### config.mk
export PLATFORM = sky130hd
export DESIGN_NAME = rop_cfg_sequencer
export DESIGN_NICKNAME = d
export VERILOG_FILES = /design/src/rtl/rop_cfg_sequencer.sv
export SDC_FILE = /design/constraint.sdc
export NUM_CORES = 1
export LEC_CHECK = 0
export CAP_MARGIN = 20
export CORE_UTILIZATION = 48
export DETAILED_ROUTE_END_ITERATION = 10
export GPL_ROUTABILITY_DRIVEN = 0
export PLACE_DENSITY = 0.79
export SLEW_MARGIN = 20
export SYNTH_ARGS = -nofsm -noshare
export SYNTH_HDL_FRONTEND = slang
export SYNTH_SLANG_ARGS = --single-unit
### constraint.sdc
create_clock -name clk -period 1.8 [get_ports clk]
set_input_delay 0.27 -clock clk [delete_from_list [all_inputs] [get_ports clk]]
set_output_delay 0.27 -clock clk [all_outputs]
set_load 0.01 [all_outputs]
### src/rtl/rop_cfg_sequencer.sv
// ROP configuration sequencer: CSR shadow bank, in-flight fragment tracking,
// and drain-then-commit copy of the shadow bank into the active configuration.
module rop_cfg_sequencer #(
  parameter int CSR_ADDR_BITS = 4,
  parameter int INFLIGHT_BITS = 6
) (
  input  logic                     clk,
  input  logic                     reset_n,
  input  logic                     csr_wr_valid,
  input  logic [CSR_ADDR_BITS-1:0] csr_wr_addr,
  input  logic [31:0]              csr_wr_data,
  output logic                     csr_wr_ready,
  input  logic                     frag_issue,
  input  logic                     frag_retire,
  output logic                     rop_hold,
  output logic [31:0]              cfg_zbuf_addr,
  output logic [31:0]              cfg_zbuf_pitch,
  output logic [31:0]              cfg_cbuf_addr,
  output logic [31:0]              cfg_cbuf_pitch,
  output logic [31:0]              cfg_blend_const,
  output logic [2:0]               cfg_zfunc,
  output logic [2:0]               cfg_sfunc,
  output logic [2:0]               cfg_zfail,
  output logic [2:0]               cfg_zpass,
  output logic [2:0]               cfg_sfail,
  output logic [3:0]               cfg_blend_src_rgb,
  output logic [3:0]               cfg_blend_dst_rgb,
  output logic [3:0]               cfg_blend_src_a,
  output logic [3:0]               cfg_blend_dst_a,
  output logic [2:0]               cfg_blend_mode_rgb,
  output logic [2:0]               cfg_blend_mode_a,
  output logic [3:0]               cfg_logic_op,
  output logic [7:0]               cfg_gen,
  output logic                     err_underflow
);

  localparam logic [0:0] ST_IDLE  = 1'b0;
  localparam logic [0:0] ST_DRAIN = 1'b1;

  localparam logic [INFLIGHT_BITS-1:0] CNT_MAX = '1;

  localparam logic [CSR_ADDR_BITS-1:0] A_ZBUF_ADDR   = CSR_ADDR_BITS'(0);
  localparam logic [CSR_ADDR_BITS-1:0] A_ZBUF_PITCH  = CSR_ADDR_BITS'(1);
  localparam logic [CSR_ADDR_BITS-1:0] A_CBUF_ADDR   = CSR_ADDR_BITS'(2);
  localparam logic [CSR_ADDR_BITS-1:0] A_CBUF_PITCH  = CSR_ADDR_BITS'(3);
  localparam logic [CSR_ADDR_BITS-1:0] A_ZSTENCIL    = CSR_ADDR_BITS'(4);
  localparam logic [CSR_ADDR_BITS-1:0] A_BLEND_FUNC  = CSR_ADDR_BITS'(5);
  localparam logic [CSR_ADDR_BITS-1:0] A_BLEND_MODE  = CSR_ADDR_BITS'(6);
  localparam logic [CSR_ADDR_BITS-1:0] A_BLEND_CONST = CSR_ADDR_BITS'(7);
  localparam logic [CSR_ADDR_BITS-1:0] A_LOGIC_OP    = CSR_ADDR_BITS'(8);
  localparam logic [CSR_ADDR_BITS-1:0] A_COMMIT      = CSR_ADDR_BITS'(9);

  typedef struct packed {
    logic [31:0] zbuf_addr;
    logic [31:0] zbuf_pitch;
    logic [31:0] cbuf_addr;
    logic [31:0] cbuf_pitch;
    logic [31:0] blend_const;
    logic [2:0]  zfunc;
    logic [2:0]  sfunc;
    logic [2:0]  zfail;
    logic [2:0]  zpass;
    logic [2:0]  sfail;
    logic [3:0]  blend_src_rgb;
    logic [3:0]  blend_dst_rgb;
    logic [3:0]  blend_src_a;
    logic [3:0]  blend_dst_a;
    logic [2:0]  blend_mode_rgb;
    logic [2:0]  blend_mode_a;
    logic [3:0]  logic_op;
  } cfg_t;

  logic [0:0]               state;
  logic [INFLIGHT_BITS-1:0] count;
  logic [INFLIGHT_BITS-1:0] count_nxt;
  logic                     underflow_set;
  logic                     wr_accept;
  cfg_t                     shadow;
  cfg_t                     active;

  assign csr_wr_ready = (state == ST_IDLE);
  assign wr_accept    = csr_wr_valid & csr_wr_ready;
  assign rop_hold     = (state == ST_DRAIN) | (count == CNT_MAX);

  // Issue saturates at max; retire at zero flags underflow instead of wrapping.
  always_comb begin
    count_nxt     = count;
    underflow_set = 1'b0;
    unique case ({frag_issue, frag_retire})
      2'b10: if (count != CNT_MAX) count_nxt = count + 1'b1;
      2'b01: if (count == '0) underflow_set = 1'b1;
             else count_nxt = count - 1'b1;
      default: ;
    endcase
  end

  always_ff @(posedge clk or negedge reset_n) begin
    if (!reset_n) begin
      count         <= '0;
      err_underflow <= 1'b0;
    end else begin
      count <= count_nxt;
      if (underflow_set) err_underflow <= 1'b1;
    end
  end

  always_ff @(posedge clk or negedge reset_n) begin
    if (!reset_n) begin
      shadow <= '0;
    end else if (wr_accept) begin
      case (csr_wr_addr)
        A_ZBUF_ADDR:   shadow.zbuf_addr   <= csr_wr_data;
        A_ZBUF_PITCH:  shadow.zbuf_pitch  <= csr_wr_data;
        A_CBUF_ADDR:   shadow.cbuf_addr   <= csr_wr_data;
        A_CBUF_PITCH:  shadow.cbuf_pitch  <= csr_wr_data;
        A_ZSTENCIL: begin
          shadow.zfunc <= csr_wr_data[2:0];
          shadow.sfunc <= csr_wr_data[6:4];
          shadow.zfail <= csr_wr_data[10:8];
          shadow.zpass <= csr_wr_data[14:12];
          shadow.sfail <= csr_wr_data[18:16];
        end
        A_BLEND_FUNC: begin
          shadow.blend_src_rgb <= csr_wr_data[3:0];
          shadow.blend_dst_rgb <= csr_wr_data[11:8];
          shadow.blend_src_a   <= csr_wr_data[19:16];
          shadow.blend_dst_a   <= csr_wr_data[27:24];
        end
        A_BLEND_MODE: begin
          shadow.blend_mode_rgb <= csr_wr_data[2:0];
          shadow.blend_mode_a   <= csr_wr_data[10:8];
        end
        A_BLEND_CONST: shadow.blend_const <= csr_wr_data;
        A_LOGIC_OP:    shadow.logic_op    <= csr_wr_data[3:0];
        default: ;
      endcase
    end
  end

  // The whole bank moves in one edge, only once the registered count is empty.
  always_ff @(posedge clk or negedge reset_n) begin
    if (!reset_n) begin
      state   <= ST_IDLE;
      active  <= '0;
      cfg_gen <= '0;
    end else begin
      unique case (state)
        ST_IDLE:
          if (wr_accept && (csr_wr_addr == A_COMMIT)) state <= ST_DRAIN;
        ST_DRAIN:
          if (count == '0) begin
            active  <= shadow;
            cfg_gen <= cfg_gen + 8'd1;
            state   <= ST_IDLE;
          end
        default: state <= ST_IDLE;
      endcase
    end
  end

  assign cfg_zbuf_addr      = active.zbuf_addr;
  assign cfg_zbuf_pitch     = active.zbuf_pitch;
  assign cfg_cbuf_addr      = active.cbuf_addr;
  assign cfg_cbuf_pitch     = active.cbuf_pitch;
  assign cfg_blend_const    = active.blend_const;
  assign cfg_zfunc          = active.zfunc;
  assign cfg_sfunc          = active.sfunc;
  assign cfg_zfail          = active.zfail;
  assign cfg_zpass          = active.zpass;
  assign cfg_sfail          = active.sfail;
  assign cfg_blend_src_rgb  = active.blend_src_rgb;
  assign cfg_blend_dst_rgb  = active.blend_dst_rgb;
  assign cfg_blend_src_a    = active.blend_src_a;
  assign cfg_blend_dst_a    = active.blend_dst_a;
  assign cfg_blend_mode_rgb = active.blend_mode_rgb;
  assign cfg_blend_mode_a   = active.blend_mode_a;
  assign cfg_logic_op       = active.logic_op;

endmodule

**Yosys cells after proc, flatten, opt, wreduce, memory -nomap -nowiden**

Cells that the tools add are included.

- Add/sub/neg operators: 3
- Equality and inequality tests: 15
- Muxes and demuxes: 8
- Bitwise gates (word level): 3
- Reductions and logical operators: 15

Operators by type and width:

| cell | number |
|---|---|
| AND reduction 2 bit | 10 |
| equality test 4 x 3 -> 1 bit (second input constant) | 4 |
| two-way mux 6 bit | 2 |
| case mux 6 bit (2 select lines) | 1 |
| adder 8 x 1 -> 8 bit (second input constant) | 1 |
| equality test 4 x 2 -> 1 bit (second input constant) | 2 |
| equality test 4 bit (second input constant) | 2 |
| adder 6 x 1 -> 6 bit (second input constant) | 1 |
| equality test 6 bit (second input constant) | 1 |
| zero test 6 bit | 1 |
| inequality test 6 bit (second input constant) | 1 |
| subtractor 6 x 1 -> 6 bit (second input constant) | 1 |
| equality test 4 x 1 -> 1 bit (second input constant) | 1 |
| zero test 4 bit | 1 |
| two-way mux 1 bit | 4 |
| inequality test 2 bit (second input constant) | 2 |
| AND reduction 3 bit | 1 |
| equality test 2 x 1 -> 1 bit (second input constant) | 1 |
| equality test 2 bit (second input constant) | 1 |
| case mux 1 bit (2 select lines) | 1 |
| nonzero test 2 bit | 1 |
| bitwise AND 1 bit | 1 |
| logical AND 1 bit | 1 |
| NOT 1 bit | 1 |
| OR 1 bit | 1 |

- Register bits after elaboration: 418
- Input port bits: 41
- Output and inout port bits: 212
- Word-level logic and storage cells: 82

**Longest topological paths before layout**

Gate-level depths: netlist of run 1.

- Word-level depth: 5
- Mapped depth: 8
- Mapped depth without buffers: 7

**Worst setup path after synthesis of run 1**

OpenSTA, ideal clock, no wires.

- Kind: reg2reg
- From: reg state
- To: reg shadow[12] (netlist bit)
- Library setup time: 128 ps
- Arrival: 1582 ps
- Required time: 1672 ps
- Setup slack: 91 ps
- Cell stages (with the launch flop): 6
- Buffers on the path: 1
- Period minus slack after synthesis: 1709 ps
- Path through: dfrtp_1 nor2b_2 nand2_1 nor3b_4 buf_4 mux2_1

- Word-level cells in the longest chain between the ends: 3

Ends and longest elaborated chain:

| element | line | source |
|---|---|---|
| start: declaration | 73 | `logic [0:0] state;` |
| start signal: assignment | 143 | `state <= ST_IDLE;` |
| start signal: assignment | 149 | `if (wr_accept && (csr_wr_addr == A_COMMIT)) state <= ST_DRAIN;` |
| start signal: assignment | 154 | `state <= ST_IDLE;` |
| NOT 1 bit | -- |  |
| bitwise AND 1 bit | 82 | `assign wr_accept = csr_wr_valid & csr_wr_ready;` |
| AND reduction 2 bit (no line) | -- |  |
| end: declaration | 78 | `cfg_t shadow;` |

No other way between the ends.
A chain may end at the register's enable or synchronous reset.

**Worst setup path in the final report of run 1**

- From: reg count[0]
- To: reg active, in the netlist cfg_zbuf_addr[11]

- Word-level cells in the longest chain between the ends: 2

Ends and longest elaborated chain:

| element | line | source |
|---|---|---|
| start: declaration | 74 | `logic [INFLIGHT_BITS-1:0] count;` |
| start signal: assignment | 102 | `count <= count_nxt;` |
| zero test 6 bit | 151 | `if (count == '0) begin` |
| AND reduction 2 bit (no line) | -- |  |
| end signal: assignment | 152 | `active <= shadow;` |
| end: declaration | 79 | `cfg_t active;` |

No other way between the ends.

==> results of run 1 <==
[cell usage in the layout (no fill, tap or decap), types with 6 or more instances in the layout]
| master | count |
|---|---|
| sky130_fd_sc_hd__xnor2_1 | 7 |
| sky130_fd_sc_hd__buf_16 | 6 |
| sky130_fd_sc_hd__nand2_2 | 9 |
| sky130_fd_sc_hd__nand4_1 | 8 |
| sky130_fd_sc_hd__buf_6 | 10 |
| sky130_fd_sc_hd__buf_4 | 33 |
| sky130_fd_sc_hd__mux2_2 | 190 |
| sky130_fd_sc_hd__buf_12 | 24 |
| sky130_fd_sc_hd__mux2_1 | 11 |
| sky130_fd_sc_hd__clkbuf_16 | 50 |
| sky130_fd_sc_hd__clkbuf_1 | 6 |
| sky130_fd_sc_hd__clkdlybuf4s50_1 | 239 |
| sky130_fd_sc_hd__nand2_1 | 609 |
| sky130_fd_sc_hd__dfrtp_1 | 415 |
| sky130_fd_sc_hd__dlymetal6s2s_1 | 9 |
| sky130_fd_sc_hd__clkbuf_8 | 7 |
[cell families after synthesis]
group,Yosys count,share of synthesized area
buffers and inverters,65,0.0239
multiplexers,202,0.143
flip-flops,418,0.657
adder cells (fa/ha/maj),2,0.00157
AND/OR/NAND/NOR,655,0.163
XOR/XNOR,12,0.00660
AO/OA/AOI/OAI,14,0.00558
[routing by layer]
metal  track usage  wire length (um)  vias to the layer above
li1              -                 -                     5039
met4        0.0730              1330                        0
met2         0.402             20300                      376
met5             0                 0                        -
met3        0.0589              2940                       86
met1         0.312             17500                     5783
[power breakdown]
group / switching [mW] / internal, mW
Sequential: 1.28 / 11.5
Combinational: 1.92 / 2.74
Clock: 3.63 / 5.40
[worst max-delay path by stage]
stage                     cells past startpoint                end  slack [ns]
after floorplan                               5         shadow[12]        0.09
after global placement                        6        shadow[151]       -0.25
after detailed placement                      6        shadow[147]       -0.26
after CTS                                     4           rop_hold       -0.03
after global routing                          8  cfg_zbuf_addr[11]       -0.09
final                                         8  cfg_zbuf_addr[11]       -0.04
[through the flow]
step	worst slack (ns)	hold slack, ns	cells
2_1_floorplan	0.0907	-0.0256	1368
3_3_place_gp	-0.247	0.145	2051
3_5_place_dp	-0.264	0.141	2051
4_1_cts	-0.0251	0.190	2133
5_1_grt	-0.0881	0.200	2155
6_report	-0.0390	0.191	2155
[area by class of cell]
class                           count  area [um^2]  area share
Clock buffer                       56         1190      0.0558
Tap cell                          442          553      0.0258
Inverter                            1         3.75    0.000175
Clock inverter                     17          235      0.0110
Multi-Input combinational cell    885         5170       0.242
Timing Repair Buffer              336         3780       0.177
Sequential cell                   418        10500       0.489
[worst reg2reg max path: cells and delay by family (launching register included)]
| family | cells | cell delay, ns |
|---|---|---|
| DFF | 1 | 0.39 |
| and+or+nand+nor | 4 | 0.66 |
| buffers and inverters | 4 | 0.73 |
[state kept, by name, indices dropped and copies added (netlist names), 4 cells and up]
| signal | cells |
|---|---|
| cfg_blend_const | 32 |
| cfg_zbuf_pitch | 32 |
| shadow | 201 |
| cfg_cbuf_addr | 32 |
| cfg_cbuf_pitch | 32 |
| cfg_blend_dst_rgb | 4 |
| cfg_gen | 8 |
| cfg_logic_op | 4 |
| count | 6 |
| cfg_blend_src_a | 4 |
| cfg_zbuf_addr | 32 |
| cfg_blend_dst_a | 4 |
| cfg_blend_src_rgb | 4 |
[repair_timing]
action,in CTS,in global routing
hold buffers,1,0
cloned,2,9
hold endpoints to repair,261,0
resized for setup,32,32
pin swaps,3,14
setup buffers,6,14
setup endpoints to repair,38,186
==> metrics.md, run 1 <==
| Metric | Value |
|---|---|
| Number of flip-flops and latches in the synthesized netlist | 418 |
| Skew-Pair Late Insertion Delay | 0.53 ns |
| Die X | 184 um |
| I/O Buffers | 252 |
| Number of synthesized flops with an enable pin | 0 |
| Setup TNS after final layout | -0.350 ns |
| Top cells by count, synth | sky130_fd_sc_hd__nand2_1 (618), sky130_fd_sc_hd__dfrtp_1 (418), sky130_fd_sc_hd__mux2_2 (190) |
| Via count of the first global-routing pass | 11600 |
| Number of sinks on the clock net | 418 |
| Overall Global Routing Usage | 0.241 |
| Asr flop ratio synth | 1.00 |
| Result of the run | finished, violations left |
| Leakage power total | 10.7 nW |
| Remaining global-route overflow | 0 |
| Crit path max fanout | 15 |
| Proportion of synthesized chip area in sequential cells | 0.657 |
| Maximum number of pins on one net before global-route repair | 128 |
| First-iteration detailed-routing DRC count | 703 |
| Share of the synthesized area in the top cell type | 0.657 |
| Post-detailed-route wirelength per cell | 19.6 um |
| Unique cell type count in the Yosys netlist | 38 |
| Number of buffers on the longest clock path | 3 |
| PnR Total Power | 26.5 mW |
| Post-route setup slack | -0.0390 ns |
| Number of design rule violations left after detail routing | 0 |
| Cell-by-cell trace of the critical path | buf_6, or3_4, nor3_4, buf_6, clkbuf_16, clkbuf_16, nand2_1, nand2_1 |
| Net count, final | 1728 |
| Total of warnings raised by yosys | 0 |
| Final Core Density | 0.656 |
| Shortest clock period the worst path allows after layout | 1.84 ns |
| Path type of the worst min-delay path | in2async |
| Net count of the mapped netlist | 1411 |
| Remaining antenna violation count after routing | 0 |
| Max stage delay on crit path | 0.39 ns |
| Diodes inserted | 0 |
| Cell area after technology mapping | 0.0159 mm^2 |
| Vias/cell | 5.24 |
| Total count of max-transition violations in the final report | 0 |
| Root buf cell | sky130_fd_sc_hd__clkbuf_16 |
| Critical path's slowest cell | sky130_fd_sc_hd__dfrtp_1 |
| H-Tree Depth | 2 |
| Initial core utilization | 0.488 |
| Critical path launch point | count[0] |
| Worst reg2reg path startpoint | count[0] |
| Cell family with most CP delay | buffers and inverters |
| Fraction of final layout cells with drive strength greater than 1 | 0.217 |
| Number of antenna violations at the first check in global routing | 0 |
| Worst vdd rail ir drop | 0.834 mV |
| Worst Setup Start Kind | flop |
| Chip height | 184 um |
| Fill cell instance count of the final layout | 2384 |
| R2R cell count | 8 |
| Failing checks | negative setup slack |
| Gate count of the mapped netlist | 1368 |
| Final Hold Vio Count | 0 |
| Total Wirelength | 42.2 mm |
| Overall die area | 0.0339 mm^2 |
| Clock tree from TritonCTS | built |
| Clock skew after layout | 0.0222 ns |
| Core footprint | 0.0326 mm^2 |
| CTS clock-pin slew for the worst setup and hold paths | 0.07 ns |
| Post-Place Cell Area | 0.0194 mm^2 |
| CP arrival | 2.31 ns |
| Worst endpoint required time | 2.27 ns |
| Least-Margin Pin Slew | 0.528 ns |
| Vias post-DR | 11300 |
| R2R setup slack | -0.04 ns |
| Number of cell rows | 66 |
| TritonCTS buffer count | 43 |
| Unrepaired setup endpoints after global routing | true |
| Total setup violations reported at the end of the flow | 40 |
| Headroom to the max-slew limit | 0.644 |
| Final Instance Area | 0.0214 mm^2 |
| Period utilisation layout | 1.02 |
| Global-route wire length before repair | 63.5 mm |
| Dominant cell by count in the synthesized netlist | sky130_fd_sc_hd__nand2_1 |
| Dominant cells by area after synthesis | sky130_fd_sc_hd__dfrtp_1 (66%), sky130_fd_sc_hd__nand2_1 (15%), sky130_fd_sc_hd__mux2_2 (13%), sky130_fd_sc_hd__buf_6 (0.85%), sky130_fd_sc_hd__buf_2 (0.79%) |
| Initial DRT Pass Iterations | 5 |
| Highest attainable clock frequency | 0.544 GHz |
| # IOs | 253 |
| Start-to-end type of the worst setup path | reg2reg |
| Detailed-placement wirelength estimate | 25.4 mm |
| Max Cap Viol | 0 |
| Power Density | 1240 mW/mm^2 |
| Per-instance average area after synthesis | 11.6 um^2 |
| Endpoint type of the worst setup path | flop |
| Terminus of the critical flop-to-flop path | cfg_zbuf_addr[11] |
| Cell taking the most area after synthesis | sky130_fd_sc_hd__dfrtp_1 |
| Area delta synth->final | 34.4% |
| Combined buffer and inverter count along the critical path | 4 |
| Prevailing post-synth register cell | sky130_fd_sc_hd__dfrtp_1 |
Power figures use the tool's default switching activity.
==> run 2: changes to the inputs <==
TNS_END_PERCENT = 50   (was default)
==> run 2 against run 1 <==
Against the previous run:
- clock skew is 0.0038 ns lower
- the flow still finishes with violations (negative setup slack)
- wire length fell by 2.9%
- highest routed layer unchanged
- non-clock buffer count fell by 15
- critical endpoint unchanged
- critical path depth stayed put
- register-to-register slack barely moved
- clock power barely moved
- sequential share of layout area up 0.42 points
- core utilization shrank 0.56 points
- largest power group unchanged
- worst hold slack improved by 0.0065 ns
- sequential power is essentially flat
==> metrics.md, run 2 (synthesis gave the netlist of run 1 again) <==
| Metric | Value |
|---|---|
| Result of the run | finished, violations left |
| Failing checks | negative setup slack |
| Worst Setup Start Kind | flop |
| Unrepaired setup endpoints after global routing | true |
| Remaining global-route overflow | 0 |
| Combined buffer and inverter count along the critical path | 4 |
| Diodes inserted | 0 |
| Period utilisation layout | 1.02 |
| Vias post-DR | 11200 |
| Worst vdd rail ir drop | 0.834 mV |
| Instance count on the critical path | 8 |
| Total setup violations reported at the end of the flow | 3 |
| Remaining antenna violation count after routing | 0 |
| Clock tree from TritonCTS | built |
| Die X | 184 um |
| Total count of max-transition violations in the final report | 0 |
| Maximum number of pins on one net before global-route repair | 128 |
| Via count of the first global-routing pass | 11700 |
| Clock power frac | 0.341 |
| Post-route setup slack | -0.0378 ns |
| Worst endpoint required time | 2.27 ns |
| # IOs | 253 |
| Max stage delay on crit path | 0.39 ns |
| Power Density | 1250 mW/mm^2 |
| Max Cap Viol | 0 |
| Critical path's slowest cell | sky130_fd_sc_hd__dfrtp_1 |
| Crit path max fanout | 15 |
| Chip height | 184 um |
| Part of the power in combinational logic | 0.174 |
| Highest attainable clock frequency | 0.544 GHz |
| Start-to-end type of the worst setup path | reg2reg |
| Overall die area | 0.0339 mm^2 |
| Headroom to the max-slew limit | 0.640 |
| I/O Buffers | 252 |
| Endpoint type of the worst setup path | flop |
| Flip-flop count of the largest register after layout | 201 |
| R2R cell count | 8 |
| Least-Margin Pin Slew | 0.534 ns |
| Switching part of the total power | 0.257 |
| Number of buffers on the longest clock path | 3 |
| Placed cells | 2051 |
| Part of the total power dissipated in sequential elements | 0.485 |
| Initial DRT Pass Iterations | 5 |
| Number of cell rows | 66 |
| Vias/cell | 5.22 |
| Skew-Pair Late Insertion Delay | 0.53 ns |
| Core footprint | 0.0326 mm^2 |
| Initial core utilization | 0.488 |
| Detailed-placement wirelength estimate | 25.4 mm |
| Post-detailed-route wirelength per cell | 19.1 um |
| Total Wirelength | 40.9 mm |
| CP arrival | 2.31 ns |
| Cell family with most CP delay | buffers and inverters |
| Number of antenna violations at the first check in global routing | 0 |
| Clock skew after layout | 0.0185 ns |
| Sw Pwr | 6.79 mW |
| Number of design rule violations left after detail routing | 0 |
| H-Tree Depth | 2 |
| Fill cell instance count of the final layout | 2401 |
| Area delta synth->final | 33.2% |
| Overall Global Routing Usage | 0.241 |
| Shortest clock period the worst path allows after layout | 1.84 ns |
| Internal power of the cells | 19.6 mW |
| Number of sinks on the clock net | 418 |
| Register area | 0.0105 mm^2 |
| Leakage power total | 10.7 nW |
| TritonCTS buffer count | 43 |
| Most flops, register | shadow |
| CTS clock-pin slew for the worst setup and hold paths | 0.07 ns |
| Layout Cells excl Fill | 2140 |
| Commonest non-fill, non-tap cell in the layout | sky130_fd_sc_hd__nand2_1 |
| Final Hold Vio Count | 0 |
| Global-route wire length before repair | 63.4 mm |
| Path type of the worst min-delay path | in2async |
| Cell-by-cell trace of the critical path | buf_6, or3_4, nor3_4, buf_6, clkbuf_16, clkbuf_16, nand2_1, nand2_1 |
| Net count, final | 1713 |
| Root buf cell | sky130_fd_sc_hd__clkbuf_16 |
| Fraction of final layout cells with drive strength greater than 1 | 0.211 |
| Most used cells in the layout excluding fill and tap cells | sky130_fd_sc_hd__nand2_1 (606), sky130_fd_sc_hd__dfrtp_1 (415), sky130_fd_sc_hd__clkdlybuf4s50_1 (235) |
| Multi-input gate area in the final layout | 0.00517 mm^2 |
| First-iteration detailed-routing DRC count | 597 |
| Setup TNS after final layout | -0.0628 ns |
run 2: cell count changes in the layout (fill, tap and decap cells not counted), sizes merged:
cell           before  now
dlymetal6s2s        9   11
dlygate4sd2         2    4
clkbuf             63   61
buf                78   65
clkdlybuf4s50     239  235
run 2: power by group through the flow:
stage	clock network (mW)	logic [mW]	registers, mW
CTS	9.16	4.49	12.8
global route	9.56	5.00	13.0
finish	9.01	4.58	12.8
global placement	0	4.16	12.8
detailed placement	0	4.37	12.9
floorplan	0	2.08	12.8
run 2: area by class of cell:
type / instances / share of cell area
Timing Repair Buffer: 321 / 0.169
Multi-Input combinational cell: 885 / 0.244
Clock inverter: 17 / 0.0111
Sequential cell: 418 / 0.493
Inverter: 1 / 0.000177
Tap cell: 442 / 0.0261
Clock buffer: 56 / 0.0563
run 2: worst paths after layout:
path                       slack [ns]        start           endpoint
max                             -0.04     count[0]  cfg_zbuf_addr[11]
min                              0.20      reset_n         shadow[99]
max reg2reg                     -0.04     count[0]  cfg_zbuf_addr[11]
min reg2reg                      0.46  shadow[119]  cfg_cbuf_addr[14]
max in group asynchronous        0.84      reset_n           count[2]
min in group clk                 0.46  shadow[119]  cfg_cbuf_addr[14]
run 2: repair_timing:
action                                 4_1_cts  5_1_grt
pin swaps                                    1       10
resized for setup                           31       34
hold buffers                                 1        0
setup buffers                                4        4
endpoints found under the hold margin      261        0
setup endpoints to repair                   38      182
cloned                                       2        6
run 2: per-stage QoR:
| step | instance area [um^2] | hold WS [ns] | power [mW] | setup WS, ns | util |
|---|---|---|---|---|---|
| 2_1_floorplan | 15900 | -0.0256 | 14.8 | 0.0907 | - |
| 3_3_place_gp | 19400 | 0.145 | 16.9 | -0.247 | 0.594 |
| 3_5_place_dp | 19400 | 0.141 | 17.3 | -0.264 | 0.594 |
| 4_1_cts | 21000 | 0.190 | 26.4 | -0.0251 | 0.643 |
| 5_1_grt | 21200 | 0.199 | 27.6 | -0.0902 | 0.650 |
| 6_report | 21200 | 0.198 | 26.4 | -0.0378 | 0.650 |
run 2: layer usage:
layer | vias up | wire length, um | GRT usage
met3 | 68 | 2800 | 0.0589
met4 | 0 | 1010 | 0.0773
met1 | 5728 | 17000 | 0.312
li1 | 5016 | - | -
met5 | - | 0 | 0
met2 | 363 | 20100 | 0.400
==> run 3: changes to the inputs <==
PLACE_DENSITY = default   (was 0.79)
PLACE_DENSITY_LB_ADDON = 0.2   (was default)
==> run 3 against run 2 <==
Against the previous run:
- the run now ends clean
- clock power is 4.4% lower
- fmax grew 3.0%
- power shrank 2.4%
- flip-flop and latch count did not move
==> metrics.md, run 3 (synthesis gave the netlist of run 1 again) <==
| Metric | Value |
|---|---|
| Result of the run | finished clean |
| Net count, final | 1724 |
| Combined buffer and inverter count along the critical path | 2 |
| Final Hold Vio Count | 0 |
| Root buf cell | sky130_fd_sc_hd__clkbuf_16 |
| Crit path max fanout | 9 |
| Worst Setup Start Kind | flop |
| Clock skew after layout | 0.0152 ns |
| Worst endpoint required time | 2.21 ns |
| Flip-flop count of the largest register after layout | 201 |
| Least-Margin Pin Slew | 0.577 ns |
| I/O Buffers | 252 |
| Critical path's slowest cell | sky130_fd_sc_hd__or3_4 |
| Chip height | 184 um |
| Clock tree from TritonCTS | built |
| DR WL met2 | 18.9 mm |
| Skew-Pair Late Insertion Delay | 0.53 ns |
| Number of design rule violations left after detail routing | 0 |
| Met3 Wirelength | 2.34 mm |
| Path type of the worst min-delay path | in2async |
| Most flops, register | shadow |
| CTS clock-pin slew for the worst setup and hold paths | 0.06 ns |
| Hold_ws | 0.216 ns |
| Fraction of final layout cells with drive strength greater than 1 | 0.205 |
| Endpoint type of the worst setup path | flop |
| Overall Global Routing Usage | 0.234 |
| Power Density | 1220 mW/mm^2 |
| Remaining global-route overflow | 0 |
| Number of cell rows | 66 |
| Diodes inserted | 0 |
| Area delta synth->final | 32.7% |
| Maximum number of pins on one net before global-route repair | 94 |
| Post-route setup slack | 0.0156 ns |
| Post-Place Cell Area | 0.0194 mm^2 |
| Leakage power total | 10.8 nW |
| First-iteration detailed-routing DRC count | 570 |
| Vias/cell | 5.09 |
| Number of buffers on the longest clock path | 3 |
| Initial core utilization | 0.488 |
| Setup TNS after final layout | 0 ns |
| Max stage delay on crit path | 0.42 ns |
| Unrepaired setup endpoints after global routing | true |
| Core footprint | 0.0326 mm^2 |
| Number of antenna violations at the first check in global routing | 1 |
| # IOs | 253 |
| Total setup violations reported at the end of the flow | 0 |
| Met1 wire length | 17.7 mm |
| Fill cell instance count of the final layout | 2561 |
| Die X | 184 um |
| Cell-by-cell trace of the critical path | or3_4, nor3_4, buf_6, clkbuf_16, nand4_1, xnor2_1 |
| Detailed-placement wirelength estimate | 25.4 mm |
| Headroom to the max-slew limit | 0.614 |
| Overall die area | 0.0339 mm^2 |
| Post-detailed-route wirelength per cell | 18.5 um |
| Total count of max-transition violations in the final report | 0 |
| Most used cells in the layout excluding fill and tap cells | sky130_fd_sc_hd__nand2_1 (616), sky130_fd_sc_hd__dfrtp_1 (414), sky130_fd_sc_hd__clkdlybuf4s50_1 (226) |
| Commonest non-fill, non-tap cell in the layout | sky130_fd_sc_hd__nand2_1 |
| Part of the total power dissipated in sequential elements | 0.496 |
| Initial DRT Pass Iterations | 4 |
| TritonCTS buffer count | 42 |
| PnR Total Power | 25.8 mW |
| Clock power frac | 0.334 |
| Max Cap Viol | 0 |
| Worst Setup Slack post-DPL | -0.332 ns |
| Final Instance Area | 0.0211 mm^2 |
| Start-to-end type of the worst setup path | reg2reg |
| Switching part of the total power | 0.255 |
| Period utilisation layout | 0.991 |
| Sw Pwr | 6.57 mW |
| Internal power of the cells | 19.2 mW |
| Highest metal used | met5 |
| CP arrival | 2.19 ns |
| Total Wirelength | 39.7 mm |
| Cell family with most CP delay | simple AND/OR/NAND/NOR gates |
| Worst vdd rail ir drop | 0.669 mV |
| Global-route wire length before repair | 61.4 mm |
| Remaining antenna violation count after routing | 0 |
| Part of the power in combinational logic | 0.170 |
| Shortest clock period the worst path allows after layout | 1.78 ns |
| Highest attainable clock frequency | 0.560 GHz |
| Number of sinks on the clock net | 418 |
| H-Tree Depth | 2 |
| Via count of the first global-routing pass | 11000 |
| Vias post-DR | 11000 |
==> run 3: cell count changes in the layout (fill, tap and decap cells not counted), sizes merged <==
cell / change
dlymetal6s2s: +7
clkbuf: +5
clkdlybuf4s50: -9
buf: +12
inv: -4
clkinv: +2
bufinv: -3
dlygate4sd2: +2
==> run 3: cell type report <==
type                       instances  area [um^2]  share of cell area
inverter                           1         3.75            0.000178
multi-input combinational        885         5110               0.242
clock buffer                      61         1230              0.0584
clock inverter                    12          139             0.00657
tap                              442          553              0.0262
timing repair buffer             333         3630               0.172
sequential                       418        10500               0.495
==> run 3: worst paths after layout <==
path / depth (start not counted) / to / start / slack [ns]
hold / removal: 2 / cfg_cbuf_pitch[2] / reset_n / 0.22
min in group clk: 2 / cfg_cbuf_pitch[15] / shadow[88] / 0.46
max in group asynchronous: 3 / shadow[33] / reset_n / 0.85
setup / recovery: 6 / cfg_gen[4] / count[5] / 0.02
setup reg to reg: 6 / cfg_gen[4] / count[5] / 0.02
hold reg to reg: 2 / cfg_cbuf_pitch[15] / shadow[88] / 0.46
==> run 3: power by group through the flow <==
stage | combinational, mW | sequential (mW) | clock, mW
finish | 4.39 | 12.8 | 8.61
global placement | 4.16 | 12.8 | 0
global route | 4.82 | 13.0 | 9.17
detailed placement | 4.32 | 12.9 | 0
floorplan | 2.08 | 12.8 | 0
CTS | 4.32 | 12.8 | 8.76
==> run 3: per-layer routing <==
layer,vias up,global-route usage
met3,56,0.0532
met1,5585,0.322
met4,2,0.0537
li1,5025,-
met5,-,0
met2,295,0.380
==> run 3: what timing repair did <==
item | in CTS | in global routing
hold buffers | 1 | 0
resized for setup | 16 | 28
hold endpoints to repair | 123 | 0
gates cloned | 0 | 5
buffers inserted | 0 | 12
pin swaps | 1 | 4
setup endpoints to repair | 15 | 172
==> run 3: through the flow <==
| stage | utilization | cells |
|---|---|---|
| 2_1_floorplan | - | 1368 |
| 3_3_place_gp | 0.596 | 2061 |
| 3_5_place_dp | 0.596 | 2061 |
| 4_1_cts | 0.638 | 2135 |
| 5_1_grt | 0.648 | 2152 |
| 6_report | 0.648 | 2152 |
